### config.mk
export PLATFORM = sky130hd
export DESIGN_NAME = dmem_arbiter
export DESIGN_NICKNAME = d
export VERILOG_FILES = /design/src/rtl/dmem_arb_pkg.sv /design/src/rtl/dmem_access_check.sv /design/src/rtl/dmem_arbiter.sv
export SDC_FILE = /design/constraint.sdc
export NUM_CORES = 1
export LEC_CHECK = 0
export ABC_AREA = 1
export ABC_CLOCK_PERIOD_IN_PS = 1400
export CAP_MARGIN = 25
export CELL_PAD_IN_SITES_DETAIL_PLACEMENT = 0
export CELL_PAD_IN_SITES_GLOBAL_PLACEMENT = 1
export CORE_AREA = 2 2 143 145
export DETAILED_ROUTE_END_ITERATION = 6
export DIE_AREA = 0 0 145 147
export GPL_TIMING_DRIVEN = 0
export PLACE_DENSITY_LB_ADDON = 0.1
export RECOVER_POWER = 50
export SLEW_MARGIN = 40
export SYNTH_ARGS = -nofsm -noshare
export SYNTH_HDL_FRONTEND = slang
export SYNTH_HIERARCHICAL = 1
export SYNTH_SLANG_ARGS = --single-unit
### constraint.sdc
create_clock -name clk -period 1.4 [get_ports clk]
set_input_delay 0.28 -clock clk [delete_from_list [all_inputs] [get_ports clk]]
set_output_delay 0.28 -clock clk [all_outputs]
set_load 0.1 [all_outputs]
### src/rtl/dmem_arb_pkg.sv
// Shared types and funct3 encodings for the data-memory arbiter.
package dmem_arb_pkg;

    localparam logic [2:0] F3_B  = 3'b000;
    localparam logic [2:0] F3_H  = 3'b001;
    localparam logic [2:0] F3_W  = 3'b010;
    localparam logic [2:0] F3_BU = 3'b100;
    localparam logic [2:0] F3_HU = 3'b101;

    typedef enum logic {OWN_M0, OWN_M1} owner_t;

    typedef struct packed {
        logic        write;
        logic [2:0]  funct3;
        logic [31:0] addr;
        logic [31:0] wdata;
    } req_t;

endpackage

### src/rtl/dmem_access_check.sv
// Combinational legality check of an RV32 load/store: width encoding and natural alignment.
module dmem_access_check
    import dmem_arb_pkg::*;
(
    input  logic [2:0] funct3,
    input  logic [1:0] addr_lo,
    output logic       err
);

    always_comb begin
        err = 1'b0;
        if (!(funct3 inside {F3_B, F3_H, F3_W, F3_BU, F3_HU})) begin
            err = 1'b1;
        end else if (funct3[1:0] == 2'b01 && addr_lo[0]) begin
            err = 1'b1;
        end else if (funct3[1:0] == 2'b10 && addr_lo != 2'b00) begin
            err = 1'b1;
        end
    end

endmodule

### src/rtl/dmem_arbiter.sv
// Two-requester arbiter for the single data-memory/MMIO port with a one-cycle response path.
module dmem_arbiter
    import dmem_arb_pkg::*;
#(
    parameter int ARB_MODE     = 0,
    parameter int STARVE_LIMIT = 8
) (
    input  logic        clk,
    input  logic        reset,
    input  logic        m0_req_valid,
    output logic        m0_req_ready,
    input  logic        m0_req_write,
    input  logic [2:0]  m0_req_funct3,
    input  logic [31:0] m0_req_addr,
    input  logic [31:0] m0_req_wdata,
    output logic        m0_rsp_valid,
    output logic [31:0] m0_rsp_rdata,
    output logic        m0_rsp_err,
    input  logic        m1_req_valid,
    output logic        m1_req_ready,
    input  logic        m1_req_write,
    input  logic [2:0]  m1_req_funct3,
    input  logic [31:0] m1_req_addr,
    input  logic [31:0] m1_req_wdata,
    output logic        m1_rsp_valid,
    output logic [31:0] m1_rsp_rdata,
    output logic        m1_rsp_err,
    output logic [2:0]  mem_funct3,
    output logic        mem_wren,
    output logic [31:0] mem_address,
    output logic [31:0] mem_data_in,
    input  logic [31:0] mem_data_out
);

    localparam logic [7:0] LIMIT = 8'(STARVE_LIMIT);

    req_t   req0, req1, sel;
    logic   err0, err1, sel_err;
    logic   grant0, grant1, grant_any;
    owner_t last_grant;
    logic [7:0] starve_cnt;
    logic   rsp_pend, rsp_err, rsp_write;
    owner_t rsp_owner;

    assign req0 = '{write: m0_req_write, funct3: m0_req_funct3, addr: m0_req_addr, wdata: m0_req_wdata};
    assign req1 = '{write: m1_req_write, funct3: m1_req_funct3, addr: m1_req_addr, wdata: m1_req_wdata};

    dmem_access_check u_chk0 (.funct3(m0_req_funct3), .addr_lo(m0_req_addr[1:0]), .err(err0));
    dmem_access_check u_chk1 (.funct3(m1_req_funct3), .addr_lo(m1_req_addr[1:0]), .err(err1));

    // Grants are gated by reset so ready stays low while the block is held in reset.
    always_comb begin
        grant0 = 1'b0;
        grant1 = 1'b0;
        if (reset) begin
            if (ARB_MODE == 0) begin
                if (m0_req_valid && m1_req_valid) begin
                    if (last_grant == OWN_M1) grant0 = 1'b1;
                    else                      grant1 = 1'b1;
                end else begin
                    grant0 = m0_req_valid;
                    grant1 = m1_req_valid;
                end
            end else begin
                if (m1_req_valid && (!m0_req_valid || starve_cnt == LIMIT)) grant1 = 1'b1;
                else                                                        grant0 = m0_req_valid;
            end
        end
    end

    assign grant_any    = grant0 | grant1;
    assign sel          = grant1 ? req1 : req0;
    assign sel_err      = grant1 ? err1 : err0;
    assign m0_req_ready = grant0;
    assign m1_req_ready = grant1;

    always_comb begin
        mem_funct3  = '0;
        mem_wren    = 1'b0;
        mem_address = '0;
        mem_data_in = '0;
        if (grant_any) begin
            mem_funct3 = sel.funct3;
            if (!sel_err) begin
                mem_wren    = sel.write;
                mem_address = sel.addr;
                mem_data_in = sel.wdata;
            end
        end
    end

    always_ff @(posedge clk or negedge reset) begin
        if (!reset) begin
            last_grant <= OWN_M1;
            starve_cnt <= '0;
            rsp_pend   <= 1'b0;
            rsp_owner  <= OWN_M0;
            rsp_err    <= 1'b0;
            rsp_write  <= 1'b0;
        end else begin
            if (grant_any) last_grant <= grant1 ? OWN_M1 : OWN_M0;
            if (m1_req_valid && !grant1)
                starve_cnt <= (starve_cnt == LIMIT) ? starve_cnt : starve_cnt + 8'd1;
            else
                starve_cnt <= '0;
            rsp_pend  <= grant_any;
            rsp_owner <= grant1 ? OWN_M1 : OWN_M0;
            rsp_err   <= grant_any & sel_err;
            rsp_write <= grant_any & sel.write;
        end
    end

    always_comb begin
        m0_rsp_valid = rsp_pend && rsp_owner == OWN_M0;
        m1_rsp_valid = rsp_pend && rsp_owner == OWN_M1;
        m0_rsp_err   = m0_rsp_valid & rsp_err;
        m1_rsp_err   = m1_rsp_valid & rsp_err;
        m0_rsp_rdata = (m0_rsp_valid && !rsp_err && !rsp_write) ? mem_data_out : '0;
        m1_rsp_rdata = (m1_rsp_valid && !rsp_err && !rsp_write) ? mem_data_out : '0;
    end

endmodule

==> results of run 1 <==
==> worst max-delay path, cell delays in order (launching register included) <==
cell                        delay [ns]
sky130_fd_sc_hd__dfstp_2          0.57
sky130_fd_sc_hd__nand2_8          0.10
sky130_fd_sc_hd__nand3_4          0.09
sky130_fd_sc_hd__nand3_4          0.12
sky130_fd_sc_hd__clkbuf_16        0.21
sky130_fd_sc_hd__buf_16           0.15
sky130_fd_sc_hd__nor2_4           0.11
sky130_fd_sc_hd__buf_12           0.18
==> cells in the mapped netlist <==
master                       n
sky130_fd_sc_hd__a211oi_1    1
sky130_fd_sc_hd__a21oi_1     1
sky130_fd_sc_hd__buf_2      14
sky130_fd_sc_hd__buf_4       8
sky130_fd_sc_hd__buf_6       6
sky130_fd_sc_hd__clkbuf_1    6
sky130_fd_sc_hd__dfrtp_1     4
sky130_fd_sc_hd__dfstp_2     1
sky130_fd_sc_hd__inv_1     110
sky130_fd_sc_hd__inv_2       2
sky130_fd_sc_hd__nand2_1   141
sky130_fd_sc_hd__nand2_2     2
sky130_fd_sc_hd__nand3_1    67
sky130_fd_sc_hd__nand3_2     1
sky130_fd_sc_hd__nor2_1     96
sky130_fd_sc_hd__nor2_2     46
sky130_fd_sc_hd__o21ai_0     5
sky130_fd_sc_hd__o21ai_1     1
==> path summary, 6_finish.rpt <==
path / slack (ns) / to / cells past startpoint / start
setup / recovery: -0.66 / mem_address[8] / 7 / last_grant
setup reg to reg: 0.05 / rsp_write / 6 / last_grant
hold / removal: 0.03 / last_grant / 1 / reset
max in group asynchronous: 0.71 / rsp_err / 2 / reset
min in group clk: 0.46 / rsp_err / 3 / reset
hold reg to reg: 0.69 / last_grant / 3 / last_grant
==> routing by layer <==
layer,track usage,routed length (um)
met4,0.0119,40
met2,0.296,9320
met3,0.0481,1380
met1,0.159,5850
met5,0,0
==> logic make-up after synthesis <==
| family | synth area share |
|---|---|
| flip-flops | 0.0539 |
| buffers and inverters | 0.273 |
| AO/OA/AOI/OAI | 0.0181 |
| AND/OR/NAND/NOR | 0.655 |
==> sequential cells by signal (all words and copies together) (netlist names) <==
name	count
last_grant	1
rsp_err	1
rsp_owner	1
rsp_pend	1
rsp_write	1
==> report_power, final <==
group / switching [mW] / internal [mW]
clock: 0.0886 / 0.377
sequential: 0.0120 / 0.160
combinational: 2.41 / 1.72
==> through the flow <==
step           instance area, um^2  total power [mW]
2_1_floorplan                 3200              2.34
5_1_grt                       9270              5.00
3_5_place_dp                  5940              3.17
6_report                      9270              4.77
3_3_place_gp                  6630              3.32
4_1_cts                       8940              4.65
==> repair_timing <==
item / 4_1_cts / 5_1_grt
resized for setup: 676 / 41
setup buffers: 21 / 16
gates cloned: 10 / 4
hold buffers: 1 / 0
pin swaps: 20 / 25
endpoints found under the hold margin: 4 / 0
setup endpoints to repair: 141 / 139
==> area by class of cell <==
class	instances	area share
repair buffers	357	0.559
multi-input cells	362	0.283
plain buffers	33	0.0525
inverters	112	0.0468
well taps	270	0.0365
flip-flops and latches	5	0.0136
clock buffers	4	0.00851
==> metrics.txt, run 1 <==
# TYPE chip_impl_metric gauge
chip_impl_metric{name="cts_made_buffers",unit=""} 3
chip_impl_metric{name="finClkSkew",unit="ns"} 0.000446
chip_impl_metric{name="ir_worst_vdd",unit="V"} 0.000289
chip_impl_metric{name="netlist.area_leader.share",unit=""} 0.226
chip_impl_metric{name="grt_first_pass_wirelength",unit="um"} 25600
chip_impl_metric{name="layout.area.seq",unit="um^2"} 126
chip_impl_metric{name="globalplace.congestion",unit=""} 0.744
chip_impl_metric{name="maxSlewViolCount",unit=""} 0
chip_impl_metric{name="core-area",unit="mm^2"} 0.0198
chip_impl_info{name="synth.top_cells.by_area",value="sky130_fd_sc_hd__nand2_1 (23%), sky130_fd_sc_hd__inv_1 (18%), sky130_fd_sc_hd__nor2_1 (15%), sky130_fd_sc_hd__nand3_1 (14%), sky130_fd_sc_hd__nor2_2 (12%)"} 1
chip_impl_metric{name="wire_length_after_detailed_routing",unit="um"} 16600
chip_impl_metric{name="place_ws",unit="ns"} -1.34
chip_impl_metric{name="crit_required",unit="ns"} 1.12
chip_impl_metric{name="yosysWarnings",unit=""} 6
chip_impl_metric{name="port-buffer-count",unit=""} 309
chip_impl_metric{name="ant_nets",unit=""} 0
chip_impl_metric{name="synth_cell_type_count",unit=""} 18
chip_impl_metric{name="maxCapViolCount",unit=""} 0
chip_impl_metric{name="final_cells",unit=""} 1143
chip_impl_metric{name="gr-total-overflow",unit=""} 0
chip_impl_metric{name="start_util",unit=""} 0.118
chip_impl_info{name="timing.critical_path.to_type",value="output pin"} 1
chip_impl_metric{name="tightest_slew",unit="ns"} 0.330
chip_impl_metric{name="clock-sinks",unit=""} 5
chip_impl_metric{name="clock_pin_slew_worst_setup_and_hold_paths",unit="ns"} 0.03
chip_impl_metric{name="layout_setup_ws",unit="ns"} -0.657
chip_impl_metric{name="fmaxAchievable",unit="MHz"} 486
chip_impl_metric{name="static-leakage-power",unit="nW"} 4.08
chip_impl_metric{name="layout_worst_path_cycle_share",unit=""} 1.47
chip_impl_metric{name="hold_viol_final",unit=""} 0
chip_impl_metric{name="timing.final.setup_violations",unit=""} 138
chip_impl_metric{name="clockBufferDepth",unit=""} 2
chip_impl_metric{name="slew_headroom",unit=""} 0.778
chip_impl_metric{name="drt_pre_antenna_iters",unit=""} 4
chip_impl_metric{name="utilization",unit=""} 0.467
chip_impl_metric{name="syn-instance-count",unit=""} 512
chip_impl_metric{name="antennaDiodeCount",unit=""} 0
chip_impl_metric{name="syn_area",unit="mm^2"} 0.00234
chip_impl_info{name="hold_path_class",value="in -> async"} 1
chip_impl_info{name="critical_path_class",value="reg -> out"} 1
chip_impl_metric{name="route.vias.total",unit=""} 4384
chip_impl_metric{name="global_route.usage.total",unit=""} 0.149
chip_impl_info{name="unrepaired_setup_endpoints_after_global_routing",value="yes"} 1
chip_impl_info{name="cts.root.buffer_cell",value="sky130_fd_sc_hd__clkbuf_16"} 1
chip_impl_metric{name="worst_skew_pair.late_latency",unit="ns"} 0.23
chip_impl_metric{name="setup_total_negative_slack",unit="ns"} -72.69
chip_impl_metric{name="total_power_divided_by_cell_area",unit="mW/mm^2"} 515
chip_impl_metric{name="fp-row-count",unit=""} 52
chip_impl_metric{name="first_global_vias",unit=""} 4681
chip_impl_metric{name="vias_per_cell",unit=""} 3.84
chip_impl_metric{name="post_synthesis_to_final_layout_area_growth",unit="%"} 295
chip_impl_metric{name="die-width",unit="um"} 145
chip_impl_info{name="layout_common_cells",value="sky130_fd_sc_hd__clkdlybuf4s50_1 (158), sky130_fd_sc_hd__buf_12 (143), sky130_fd_sc_hd__nand2_1 (138)"} 1
chip_impl_metric{name="area_of_the_multi_input_gates",unit="mm^2"} 0.00263
chip_impl_metric{name="drt_first_iter_violations",unit=""} 40
chip_impl_metric{name="fin_crit",unit="ns"} 2.06
chip_impl_metric{name="drt-wirelength-per-cell",unit="um"} 14.5
chip_impl_metric{name="ctsHtreeMaxLevel",unit=""} 1
chip_impl_metric{name="design.die.area",unit="mm^2"} 0.0213
chip_impl_metric{name="postSynthAreaPerCell",unit="um^2"} 4.58
chip_impl_metric{name="layout-drive-gt1-share",unit=""} 0.438
chip_impl_info{name="tritoncts",value="built"} 1
chip_impl_info{name="layout.cells.most_common",value="sky130_fd_sc_hd__clkdlybuf4s50_1"} 1
chip_impl_info{name="timing.critical_path.from_type",value="flop"} 1
chip_impl_metric{name="synth_fp_nets",unit=""} 684
chip_impl_info{name="status",value="finished, violations left"} 1
chip_impl_metric{name="grt_antenna_before_repair",unit=""} 0
chip_impl_metric{name="crit_path_max_fanout",unit=""} 5
chip_impl_metric{name="dp_hpwl",unit="um"} 12200
chip_impl_metric{name="hold-worst-slack",unit="ns"} 0.0287
chip_impl_metric{name="post-route-drc-count",unit=""} 0
chip_impl_metric{name="final.fill_count",unit=""} 1870
chip_impl_metric{name="place.detailed.instances",unit=""} 1091
chip_impl_info{name="yosysTopAreaCell",value="sky130_fd_sc_hd__nand2_1"} 1
chip_impl_metric{name="grt_max_degree",unit=""} 11
chip_impl_metric{name="ios",unit=""} 310
chip_impl_metric{name="floorplan.die.height",unit="um"} 147
chip_impl_metric{name="seq_cells_post_synth",unit=""} 5
chip_impl_metric{name="final_net_count",unit=""} 1046
chip_impl_metric{name="arrival",unit="ns"} 1.78
chip_impl_metric{name="share_of_synthesized_area_occupied_by_flip_flops_and_latches",unit=""} 0.0539
chip_impl_info{name="violations",value="setup timing"} 1
Power figures use the tool's default switching activity.
==> run 2, diff against run 1 <==
--- a/config.mk
+++ b/config.mk
@@ -17,4 +17,5 @@
 export PLACE_DENSITY_LB_ADDON = 0.1
 export RECOVER_POWER = 50
+export REMOVE_ABC_BUFFERS = 1
 export SLEW_MARGIN = 40
 export SYNTH_ARGS = -nofsm -noshare
==> constraint.sdc (replaced) <==
create_clock -name clk -period 1.4 [get_ports clk]
set_input_delay 0.28 -clock clk [delete_from_list [all_inputs] [get_ports clk]]
set_output_delay 0.28 -clock clk [all_outputs]
set_load 0.05 [all_outputs]
==> run 2 against run 1 <==
  * The flow still finishes with violations (setup timing)
  * Sequential power about the same
  * Clock skew is essentially flat
  * Clock-buffer cell count unchanged
  * Die area unchanged
  * First-iteration DRC count is 130% higher
  * Sequential share of layout area increased by 0.12 points
  * Wire length grew 18%
  * Setup slack lost 0.16 ns
  * Design area is 8.2% lower
  * Total power is 16% lower
  * Cell count increased by 2.0%
  * Critical path type unchanged
  * Critical endpoint is now mem_data_in[31]
  * Largest cell class unchanged
  * Largest power group unchanged
==> metrics.txt, run 2 (synthesized netlist as in run 1, its figures left out) <==
# TYPE chip_impl_metric gauge
chip_impl_info{name="status",value="finished, violations left"} 1
chip_impl_info{name="violations",value="setup timing"} 1
chip_impl_metric{name="layout-drive-gt1-share",unit=""} 0.504
chip_impl_metric{name="route.vias.total",unit=""} 4660
chip_impl_metric{name="tightest_slew",unit="ns"} 0.289
chip_impl_metric{name="layout_worst_path_cycle_share",unit=""} 1.58
chip_impl_metric{name="r2r_slack",unit="ns"} -0.07
chip_impl_metric{name="ir_worst_vdd",unit="V"} 0.000319
chip_impl_info{name="critical_path.reg2reg.startpoint",value="last_grant"} 1
chip_impl_metric{name="die-width",unit="um"} 145
chip_impl_metric{name="globalplace.congestion",unit=""} 0.782
chip_impl_metric{name="final.fill_count",unit=""} 1982
chip_impl_info{name="critical_path_class",value="reg -> out"} 1
chip_impl_metric{name="ios",unit=""} 310
chip_impl_metric{name="post_synthesis_to_final_layout_area_growth",unit="%"} 263
chip_impl_info{name="timing.critical_path.to_type",value="output pin"} 1
chip_impl_metric{name="maxCapViolCount",unit=""} 0
chip_impl_metric{name="final_cells",unit=""} 1166
chip_impl_metric{name="wire_length_after_detailed_routing",unit="um"} 19600
chip_impl_metric{name="place_ws",unit="ns"} -3.02
chip_impl_metric{name="total_power_divided_by_cell_area",unit="mW/mm^2"} 469
chip_impl_metric{name="clockBufferDepth",unit=""} 2
chip_impl_metric{name="fin_crit",unit="ns"} 2.22
chip_impl_info{name="cts.root.buffer_cell",value="sky130_fd_sc_hd__clkbuf_16"} 1
chip_impl_metric{name="ant_nets",unit=""} 0
chip_impl_metric{name="vias_per_cell",unit=""} 4.00
chip_impl_metric{name="layout.area.seq",unit="um^2"} 126
chip_impl_info{name="tritoncts",value="built"} 1
chip_impl_metric{name="clock-sinks",unit=""} 5
chip_impl_metric{name="grt_first_pass_wirelength",unit="um"} 27700
chip_impl_metric{name="post-route-drc-count",unit=""} 0
chip_impl_metric{name="drt_pre_antenna_iters",unit=""} 4
chip_impl_metric{name="dp_hpwl",unit="um"} 10700
chip_impl_metric{name="final_net_count",unit=""} 1069
chip_impl_info{name="layout.cells.most_common",value="sky130_fd_sc_hd__clkdlybuf4s50_1"} 1
chip_impl_metric{name="design.die.area",unit="mm^2"} 0.0213
chip_impl_metric{name="drt_first_iter_violations",unit=""} 90
chip_impl_metric{name="core-area",unit="mm^2"} 0.0198
chip_impl_metric{name="start_util",unit=""} 0.118
chip_impl_metric{name="timing.final.setup_violations",unit=""} 139
chip_impl_metric{name="static-leakage-power",unit="nW"} 3.91
chip_impl_metric{name="first_global_vias",unit=""} 4815
chip_impl_metric{name="crit_path_max_fanout",unit=""} 8
chip_impl_metric{name="grt_max_degree",unit=""} 34
chip_impl_metric{name="maxSlewViolCount",unit=""} 0
chip_impl_metric{name="finClkSkew",unit="ns"} 0.000334
chip_impl_info{name="unrepaired_setup_endpoints_after_global_routing",value="yes"} 1
chip_impl_info{name="timing.critical_path.from_type",value="flop"} 1
chip_impl_metric{name="worst_skew_pair.late_latency",unit="ns"} 0.23
chip_impl_metric{name="global_route.usage.total",unit=""} 0.167
chip_impl_info{name="critPathLaunch",value="last_grant"} 1
chip_impl_metric{name="fmaxAchievable",unit="MHz"} 451
chip_impl_metric{name="power.total",unit="mW"} 4.00
chip_impl_metric{name="slew_headroom",unit=""} 0.807
chip_impl_metric{name="crit_required",unit="ns"} 1.12
chip_impl_metric{name="grt_antenna_before_repair",unit=""} 0
chip_impl_metric{name="gr-total-overflow",unit=""} 0
chip_impl_metric{name="port-buffer-count",unit=""} 309
chip_impl_metric{name="antennaDiodeCount",unit=""} 0
chip_impl_metric{name="utilization",unit=""} 0.429
chip_impl_metric{name="hold-worst-slack",unit="ns"} 0.145
chip_impl_metric{name="drt-wirelength-per-cell",unit="um"} 16.8
chip_impl_metric{name="place.detailed.instances",unit=""} 1060
chip_impl_metric{name="clock_pin_slew_worst_setup_and_hold_paths",unit="ns"} 0.03
chip_impl_metric{name="layout_setup_ws",unit="ns"} -0.816
chip_impl_metric{name="cts_made_buffers",unit=""} 3
chip_impl_info{name="hold_path_class",value="in -> async"} 1
chip_impl_metric{name="hold_viol_final",unit=""} 0
chip_impl_metric{name="arrival",unit="ns"} 1.94
chip_impl_metric{name="area_of_the_multi_input_gates",unit="mm^2"} 0.00285
chip_impl_info{name="layout_common_cells",value="sky130_fd_sc_hd__clkdlybuf4s50_1 (160), sky130_fd_sc_hd__buf_6 (133), sky130_fd_sc_hd__nor2_4 (120)"} 1
chip_impl_metric{name="floorplan.die.height",unit="um"} 147
chip_impl_metric{name="ctsHtreeMaxLevel",unit=""} 1
chip_impl_metric{name="fp-row-count",unit=""} 52
==> run 2: cell types whose count changed in the layout (fill, tap and decap cells not counted), moves of 10 or more <==
cell                      delta
sky130_fd_sc_hd__buf_12    -128
sky130_fd_sc_hd__buf_6     +108
sky130_fd_sc_hd__buf_8      +45
sky130_fd_sc_hd__nand2_1    -35
sky130_fd_sc_hd__nand2_2    +31
sky130_fd_sc_hd__inv_1      -18
sky130_fd_sc_hd__nor2_4     -17
sky130_fd_sc_hd__inv_2      +16
sky130_fd_sc_hd__nor2_2     +10
==> run 2: critical path, cell delays in order, from the launching register on <==
cell                      delay, ns
sky130_fd_sc_hd__dfstp_2       0.57
sky130_fd_sc_hd__nand2_8       0.08
sky130_fd_sc_hd__buf_16        0.15
sky130_fd_sc_hd__nand3_4       0.06
sky130_fd_sc_hd__nand3_4       0.12
sky130_fd_sc_hd__buf_12        0.18
sky130_fd_sc_hd__buf_12        0.13
sky130_fd_sc_hd__buf_16        0.15
sky130_fd_sc_hd__nor2_4        0.09
sky130_fd_sc_hd__buf_6         0.16
==> run 2: final timing paths <==
kind	end	cells after the start
worst max-delay path	mem_data_in[31]	9
worst min-delay path	last_grant	1
worst max register to register	rsp_write	8
worst min register to register	last_grant	3
max in group asynchronous	rsp_owner	2
min in group clk	rsp_err	3
==> run 2: what timing repair did <==
action / in CTS / in global routing
pin swaps: 18 / 47
hold buffers: 1 / 0
buffers inserted: 56 / 28
cloned: 18 / 3
setup endpoints to repair: 142 / 141
endpoints found under the hold margin: 4 / 0
gates resized for setup: 1138 / 270
==> run 2: routing by layer <==
layer / share of wire / vias up / global-route usage
li1: - / 2269 / -
met1: 0.36 / 2143 / 0.176
met2: 0.53 / 227 / 0.322
met3: 0.092 / 21 / 0.0624
met4: 0.020 / 0 / 0.0287
met5: 0 / - / 0
==> run 2: cell type report <==
class	count	area share
Clock buffer	4	0.00926
Multi-Input combinational cell	374	0.335
Timing Repair Buffer	399	0.545
Timing Repair inverter	2	0.00206
Inverter	112	0.0537
Sequential cell	5	0.0148
Tap cell	270	0.0397
==> run 2: report_power, final <==
| group | switching, mW | internal (mW) | total (mW) |
|---|---|---|---|
| combinational | 1.85 | 1.50 | 3.35 |
| sequential | 0.0145 | 0.160 | 0.175 |
| clock | 0.0951 | 0.377 | 0.473 |
==> run 2: through the flow <==
| stage | TNS, ns | area, um^2 |
|---|---|---|
| 2_1_floorplan | -311.21 | 2120 |
| 3_3_place_gp | -557.79 | 5560 |
| 3_5_place_dp | -268.58 | 5660 |
| 4_1_cts | -70.38 | 7290 |
| 5_1_grt | -79.80 | 8510 |
| 6_report | -71.51 | 8510 |
==> run 3, diff against run 2 <==
--- a/config.mk
+++ b/config.mk
@@ -16,5 +16,5 @@
 export GPL_TIMING_DRIVEN = 0
 export PLACE_DENSITY_LB_ADDON = 0.1
-export RECOVER_POWER = 50
+export RECOVER_POWER = 100
 export REMOVE_ABC_BUFFERS = 1
 export SLEW_MARGIN = 40
==> constraint.sdc (replaced) <==
create_clock -name clk -period 1.4 [get_ports clk]
set_input_delay 0.21 -clock clk [delete_from_list [all_inputs] [get_ports clk]]
set_output_delay 0.21 -clock clk [all_outputs]
set_load 0.05 [all_outputs]
==> run 3 against run 2 <==
  * The run still ends with setup timing left
  * Cell count down 0.34%
  * Total power shrank 1.9%
  * Clock-buffer cell count is the same
  * Sequential power about the same
  * Utilization shrank 1.0 points
  * Largest cell class unchanged
  * Highest routed layer unchanged
==> metrics.txt, run 3 (synthesized netlist as in run 1, its figures left out) <==
# TYPE chip_impl_metric gauge
chip_impl_metric{name="core-area",unit="mm^2"} 0.0198
chip_impl_metric{name="gr-total-overflow",unit=""} 0
chip_impl_info{name="violations",value="setup timing"} 1
chip_impl_info{name="unrepaired_setup_endpoints_after_global_routing",value="yes"} 1
chip_impl_info{name="timing.critical_path.to_type",value="output pin"} 1
chip_impl_metric{name="grt_antenna_before_repair",unit=""} 0
chip_impl_metric{name="post_synthesis_to_final_layout_area_growth",unit="%"} 254
chip_impl_metric{name="hold-worst-slack",unit="ns"} 0.0769
chip_impl_metric{name="ff2ff_path_depth",unit=""} 8
chip_impl_metric{name="vias_per_cell",unit=""} 4.05
chip_impl_metric{name="crit_required",unit="ns"} 1.19
chip_impl_metric{name="layout-drive-gt1-share",unit=""} 0.483
chip_impl_metric{name="ios",unit=""} 310
chip_impl_metric{name="timing.final.setup_violations",unit=""} 135
chip_impl_metric{name="port-buffer-count",unit=""} 309
chip_impl_info{name="cts.root.buffer_cell",value="sky130_fd_sc_hd__clkbuf_16"} 1
chip_impl_metric{name="hold_viol_final",unit=""} 0
chip_impl_metric{name="dp_hpwl",unit="um"} 10700
chip_impl_metric{name="ant_nets",unit=""} 0
chip_impl_metric{name="finClkSkew",unit="ns"} 0.00169
chip_impl_metric{name="wire_length_after_detailed_routing",unit="um"} 19700
chip_impl_info{name="status",value="finished, violations left"} 1
chip_impl_metric{name="maxSlewViolCount",unit=""} 0
chip_impl_metric{name="post-route-drc-count",unit=""} 0
chip_impl_metric{name="ir_worst_vdd",unit="V"} 0.000338
chip_impl_metric{name="fmaxAchievable",unit="MHz"} 471
chip_impl_info{name="critical_path_class",value="reg -> out"} 1
chip_impl_metric{name="final_cells",unit=""} 1162
chip_impl_metric{name="worst_skew_pair.late_latency",unit="ns"} 0.23
chip_impl_metric{name="clockBufferDepth",unit=""} 2
chip_impl_metric{name="first_global_vias",unit=""} 4848
chip_impl_metric{name="route.vias.total",unit=""} 4711
chip_impl_info{name="tritoncts",value="built"} 1
chip_impl_metric{name="setup_total_negative_slack",unit="ns"} -59.89
chip_impl_metric{name="global_route.usage.total",unit=""} 0.170
chip_impl_metric{name="fp-row-count",unit=""} 52
chip_impl_metric{name="place.detailed.instances",unit=""} 1060
chip_impl_metric{name="drt_first_iter_violations",unit=""} 77
chip_impl_info{name="hold_path_class",value="in -> async"} 1
chip_impl_metric{name="crit_path_max_fanout",unit=""} 8
chip_impl_metric{name="clock_pin_slew_worst_setup_and_hold_paths",unit="ns"} 0.03
chip_impl_metric{name="die-width",unit="um"} 145
chip_impl_info{name="layout.cells.most_common",value="sky130_fd_sc_hd__clkdlybuf4s50_1"} 1
chip_impl_metric{name="tightest_slew",unit="ns"} 0.290
chip_impl_metric{name="total_power_divided_by_cell_area",unit="mW/mm^2"} 472
chip_impl_metric{name="utilization",unit=""} 0.419
chip_impl_metric{name="globalplace.congestion",unit=""} 0.782
chip_impl_metric{name="layout_setup_ws",unit="ns"} -0.724
chip_impl_metric{name="clock-sinks",unit=""} 5
chip_impl_metric{name="final_net_count",unit=""} 1065
chip_impl_metric{name="final_cell_area",unit="mm^2"} 0.00831
chip_impl_metric{name="maxCapViolCount",unit=""} 0
chip_impl_info{name="layout_common_cells",value="sky130_fd_sc_hd__clkdlybuf4s50_1 (166), sky130_fd_sc_hd__buf_6 (131), sky130_fd_sc_hd__nand2_1 (111)"} 1
chip_impl_metric{name="grt_max_degree",unit=""} 34
chip_impl_metric{name="slew_headroom",unit=""} 0.807
chip_impl_metric{name="arrival",unit="ns"} 1.91
chip_impl_metric{name="start_util",unit=""} 0.118
chip_impl_metric{name="floorplan.die.height",unit="um"} 147
chip_impl_metric{name="drt_pre_antenna_iters",unit=""} 4
chip_impl_metric{name="cts_made_buffers",unit=""} 3
chip_impl_metric{name="final.fill_count",unit=""} 1975
chip_impl_metric{name="design.die.area",unit="mm^2"} 0.0213
chip_impl_metric{name="grt_first_pass_wirelength",unit="um"} 28200
chip_impl_metric{name="antennaDiodeCount",unit=""} 0
chip_impl_metric{name="post_dp_cell_area",unit="mm^2"} 0.00566
chip_impl_metric{name="drt-wirelength-per-cell",unit="um"} 16.9
chip_impl_metric{name="static-leakage-power",unit="nW"} 3.83
chip_impl_info{name="timing.critical_path.from_type",value="flop"} 1
chip_impl_metric{name="ctsHtreeMaxLevel",unit=""} 1
chip_impl_metric{name="layout_worst_path_cycle_share",unit=""} 1.52
chip_impl_metric{name="fin_crit",unit="ns"} 2.12
==> run 3: cell types whose count changed in the layout (fill, tap and decap cells not counted), sizes merged <==
cell and delta:
nand2 +1, dlymetal6s2s -2, buf -3, clkdlybuf4s50 +6, dlygate4sd2 -4, clkbuf -2
==> run 3: power breakdown <==
part	internal, mW	switching (mW)
combinational	1.46	1.81
clock	0.377	0.0936
sequential	0.160	0.0136
total	2.00	1.92
==> run 3: layout make-up <==
class	instances	area [um^2]	share of cell area
clock buffer	4	78.8	0.00949
tap	270	338	0.0407
timing repair inverter	2	17.5	0.00211
timing repair buffer	394	4520	0.545
inverter	112	452	0.0544
multi-input combinational	375	2770	0.333
sequential	5	126	0.0152
==> run 3: routing by layer <==
layer,up-vias,share of wire,GRT usage
li1,2267,-,-
met1,2186,0.37,0.179
met2,234,0.52,0.329
met3,24,0.092,0.0599
met4,0,0.022,0.0322
met5,-,0,0
==> run 3: worst max-delay path: stages, from the launching register on <==
cell	delay, ns
sky130_fd_sc_hd__dfstp_2	0.57
sky130_fd_sc_hd__nand2_8	0.08
sky130_fd_sc_hd__buf_16	0.14
sky130_fd_sc_hd__nand3_4	0.09
sky130_fd_sc_hd__nand3_4	0.09
sky130_fd_sc_hd__buf_12	0.16
sky130_fd_sc_hd__buf_12	0.13
sky130_fd_sc_hd__buf_16	0.14
sky130_fd_sc_hd__nor2_2	0.10
sky130_fd_sc_hd__buf_6	0.16
==> run 3: worst paths after layout <==
path	startpoint	to	slack, ns
max reg2reg	last_grant	rsp_write	-0.07
min reg2reg	last_grant	last_grant	0.75
min	reset	last_grant	0.08
min in group clk	reset	rsp_err	0.51
max in group asynchronous	reset	rsp_owner	0.66
max	last_grant	mem_address[8]	-0.72
==> run 3: stage by stage <==
| step | power [mW] | worst slack (ns) |
|---|---|---|
| 2_1_floorplan | 1.31 | -3.48 |
| 3_3_place_gp | 2.32 | -6.51 |
| 3_5_place_dp | 2.35 | -2.88 |
| 4_1_cts | 3.58 | -0.764 |
| 5_1_grt | 4.12 | -0.801 |
| 6_report | 3.92 | -0.724 |
==> run 3: what timing repair did <==
action | 4_1_cts | 5_1_grt
gates cloned | 20 | 1
hold endpoints to repair | 4 | 0
pin swaps | 12 | 30
setup endpoints to repair | 142 | 136
gates resized for setup | 1130 | 220
hold buffers | 1 | 0
buffers inserted | 50 | 32
==> RTL change 1: new RTL, config.mk and constraints of run 1 <==
Change the parameter `ARB_MODE` from 0 to 1.
--- a/src/rtl/dmem_arbiter.sv
+++ b/src/rtl/dmem_arbiter.sv
@@ -4,3 +4,3 @@
 #(
-    parameter int ARB_MODE     = 0,
+    parameter int ARB_MODE     = 1,
     parameter int STARVE_LIMIT = 8
Function: changed (a bounded check fails within 4 cycles, from zero or initial values and one cycle with reset low).
==> RTL change 1 against run 1 <==
The run ends with negative hold slack, negative setup slack left; worst setup slack lost 470 ps; sequential cell count increased by 7; design area is 7.6% higher; worst hold slack worse by 53 ps; power grew 1.3%; wire length grew 10%; first-iteration DRC count grew to 2.6 times the old value; synthesized area increased by 14%; sequential share of layout area up 1.6 points; critical path type unchanged.
==> RTL change 1: results (changes against run 1) <==
stage;metric;value;unit;change
yosys;avgSynthCellArea;4.752;sq um;was 4.580 sq um
setup_path;critPathSlowestCell;dfrtp_1;;was dfstp_2
drt;drt_pass1_iterations;5;;was 4
yosys;netlist_top_cells_count;nand2_1 (160), nor2_1 (145), inv_1 (116);;was nand2_1 (141), inv_1 (110), nor2_1 (96)
yosys;ys_seq_area_share;11.20;%;was 5.390%
setup_path;arrival;2250;ps;was 1780 ps
global_route;grt_pass1_vias;5323;;was 4681
yosys;ys_types;25;;was 18
timing;finalSetupViolCount;148;;was 138
global_route;grt_pass1_wl;28650;um;was 25640 um
setup_path;worstReg2RegStart;starve_cnt[0];;was last_grant
setup_path;cp-endpoint;mem_address[22];;was mem_address[8]
timing;finalHoldViolCount;12;;was 0
global_route;grt_max_degree;18;;was 11
setup_path;cp-startpoint;starve_cnt[0];;was last_grant
layout;fillers;1791;;was 1870
layout;drive_gt1_share;44.55;%;was 43.76%
placement;place.gp.congestion;0.8304;;was 0.7444
global_route;antenna_found_initial;1;;was 0
power_and_ir_drop;vdd_ir_drop_max;312.3;uV;was 289.2 uV
yosys;synthTopCellsByArea;nand2_1 (22%), nor2_1 (20%), inv_1 (16%);;was nand2_1 (23%), inv_1 (18%), nor2_1 (15%)
timing;setup_tns;-110790;ps;was -72690 ps
yosys;ys_async_sr_fraction;100.0;%;unchanged
setup_path;path_delay_family;buffers and inverters;;was flip-flops
placement;dp_hpwl;12760;um;was 12180 um
global_route;grt_util_all_layers;16.46;%;was 14.94%
power_and_ir_drop;swShare;49.53;%;was 52.60%
cts;cts_htree_levels;1;;unchanged
placement;pre_cts_slack;-1843;ps;was -1343 ps
drt;drtAntennaViolNets;0;;unchanged
setup_path;r2r_cells;13;;was 6
cts;clockBufferDepth;2;;unchanged
timing;skew;1.321;ps;was 0.4463 ps
min_path;hold_class;in2async;;unchanged
setup_path;cp_slowest_stage_delay;370;ps;was 570 ps
yosys;synth_nets;738;;was 684
timing;worst_slew_pin_slew;571.2;ps;was 330.3 ps
setup_path;worst-path-max-fanout;10;;was 5
cts;numCtsBuffers;3;;unchanged
cts;cts.clk_slew.worst_paths;40;ps;
drt;wl_per_cell;15.06;um;was 14.52 um
setup_path;r2r_setup_slack;-550;ps;was 50 ps
timing;fin_ws;-1131;ps;was -657.2 ps
timing;fin_hold_ws;-24.54;ps;was 28.73 ps
placement;dp_cells;1142;;was 1091
placement;dpl_cell_area;6310;sq um;was 5941 sq um
drt;finalWirelength;18310;um;was 16590 um
placement;port_buffers;308;;was 309
drt;viasPerCell;4.096;;was 3.836
power_and_ir_drop;leakage;4.365;nW;was 4.076 nW
status;status;complete, but fails checks;;unchanged
drt;drt_iter0_markers;102;;was 40
status;violations;negative hold slack, negative setup slack;;was negative setup slack
[RTL change 1: cell count changes after synthesis, sizes merged, moves of 2 or more]
cell    change
ha          +2
nand3      -61
inv         +4
dfrtp       +8
clkbuf     +16
buf         -9
nand2      +18
nor2        +3
o21ai       -2
xor2        +4
nand4      +66
[RTL change 1: area by class of cell]
type / instances / area, sq um / area share [%]
multi-input combinational: 396 / 2908 / 29.15
inverter: 116 / 450.4 / 4.516
tap: 270 / 337.8 / 3.387
antenna: 1 / 2.502 / 0.02509
sequential: 12 / 300.3 / 3.011
buffer: 36 / 406.6 / 4.077
clock buffer: 4 / 88.84 / 0.8906
timing repair buffer: 381 / 5480 / 54.94
[RTL change 1: metal layers]
layer  up-vias  track usage, %  wire, um
met5         -               0         0
met3        25           4.006      1273
met1      2291           17.22      6507
met4         0           4.604       473
met2       197           32.48     10050
li1       2468               -         -
[RTL change 1: power groups by stage]
stage	combinational [W]	clock, W	sequential [W]
global route	0.00405	0.000605	0.000371
finish	0.00388	0.000585	0.000370
floorplan	0.00193	0	0.000376
detailed placement	0.00272	0	0.000379
CTS	0.00382	0.000595	0.000370
global placement	0.00287	0	0.000378
[RTL change 1: cells by family (layout without fill, tap and decap cells)]
family	Yosys count	in the layout	synth area share, %
simple gates	380	381	60.78
buf+inv	157	537	23.53
flops	12	12	11.20
compound gates	8	8	1.914
xor+xnor	5	5	1.634
fa+ha+maj	2	2	0.9336
other cells	0	1	0
[RTL change 1: timing repair]
| action | 4_1_cts | 5_1_grt |
|---|---|---|
| cloned | 11 | 1 |
| pin swaps | 20 | 34 |
| setup endpoints to repair | 150 | 149 |
| setup buffers | 50 | 21 |
| resized for setup | 705 | 62 |
==> RTL change 2: new RTL, settings of run 1 <==
Made on the original files. Make the reset (`reset`) synchronous in one clocked block.
--- a/src/rtl/dmem_arbiter.sv
+++ b/src/rtl/dmem_arbiter.sv
@@ -91,3 +91,3 @@
 
-    always_ff @(posedge clk or negedge reset) begin
+    always_ff @(posedge clk) begin
         if (!reset) begin
Behaviour: differs if reset is asserted again (counterexample within 4 cycles, from zero or initial values and one cycle with reset low); with reset held inactive, the same outputs for 10 cycles.
==> RTL change 2 against run 1 <==
The flow still finishes with violations (negative setup slack); synthesized area is 0.69% higher; die area unchanged; sequential cell count is the same; worst setup slack better by 140 ps; design area fell by 3.2%; power fell by 6.6%; wire length fell by 4.5%; critical endpoint is now mem_data_in[6]; largest power group unchanged; highest routed layer unchanged.
==> RTL change 2: results (changes against run 1) <==
stage;metric;value;unit;change
drt;finalWirelength;15840;um;was 16590 um
cts;cts_resized;631;;was 676
placement;pre_cts_slack;-1127;ps;was -1343 ps
min_path;hold_class;in2reg;;was in2async
setup_path;critPathSlowestCell;clkdlybuf4s15_2;;was dfstp_2
setup_path;cp-endpoint;mem_data_in[6];;was mem_address[8]
power_and_ir_drop;comb_power;0.00383;W;was 0.00413 W
cts;post_cts_buffers;19;;was 21
placement;dpl_cell_area;6254;sq um;was 5941 sq um
yosys;syn_inst;514;;was 512
yosys;synth_nets;686;;was 684
status;violations;negative setup slack;;unchanged
placement;dp_cells;1093;;was 1091
yosys;synth_ff_type;dfxtp_1;;was dfrtp_1
yosys;netlist_top_cells_count;nand2_1 (146), inv_1 (110), nor2_1 (89);;was nand2_1 (141), inv_1 (110), nor2_1 (96)
placement;place.gp.congestion;0.7847;;was 0.7444
layout;drive_gt1_share;44.57;%;was 43.76%
global_route;grt_util_all_layers;14.77;%;was 14.94%
timing;finalSetupViolCount;134;;was 138
timing;worst_slew_pin_slew;347.0;ps;was 330.3 ps
setup_path;cp-startpoint;m0_req_valid;;was last_grant
status;status;complete, but fails checks;;unchanged
yosys;synthTopCellsByArea;nand2_1 (23%), inv_1 (17%), nand3_1 (14%);;was nand2_1 (23%), inv_1 (18%), nor2_1 (15%)
power_and_ir_drop;leakage;3.944;nW;was 4.076 nW
drt;drt_iter0_markers;69;;was 40
setup_path;path_delay_family;buffers and inverters;;was flip-flops
yosys;ys_async_sr_fraction;0;%;was 100.0%
timing;fin_ws;-518.0;ps;was -657.2 ps
power_and_ir_drop;power_density;496.7;nW/um^2;was 514.8 nW/um^2
yosys;ys_seq_area_share;4.240;%;was 5.390%
placement;dp_hpwl;12070;um;was 12180 um
==> RTL change 2: cell count changes after synthesis, sizes merged, moves of 2 or more <==
cell | before | now
nand2 | 143 | 148
a21oi | 1 | 3
dfrtp | 4 | 0
dfxtp | 0 | 5
o21ai | 6 | 4
nor2 | 142 | 139
==> RTL change 2: per-layer routing <==
layer	global-route usage, %	vias to the layer above	wire length (um)
met4	2.970	0	280
met3	4.720	17	1420
met1	15.15	1903	5441
met5	0	-	0
li1	-	2173	-
met2	29.21	214	8698
==> RTL change 2: cell type report <==
class                           count  area [sq um]  share of cell area [%]
Buffer                             32         530.5                   5.912
Clock buffer                        4         78.83                  0.8784
Inverter                          112         434.2                   4.838
Multi-Input combinational cell    363          2611                   29.10
Sequential cell                     5         106.4                   1.185
Tap cell                          270         337.8                   3.765
Timing Repair Buffer              341          4875                   54.32
==> RTL change 2: logic make-up after synthesis <==
| family | share of synthesized area, % |
|---|---|
| simple gates | 66.19 |
| flops | 4.240 |
| compound gates | 1.643 |
| buf+inv | 27.93 |
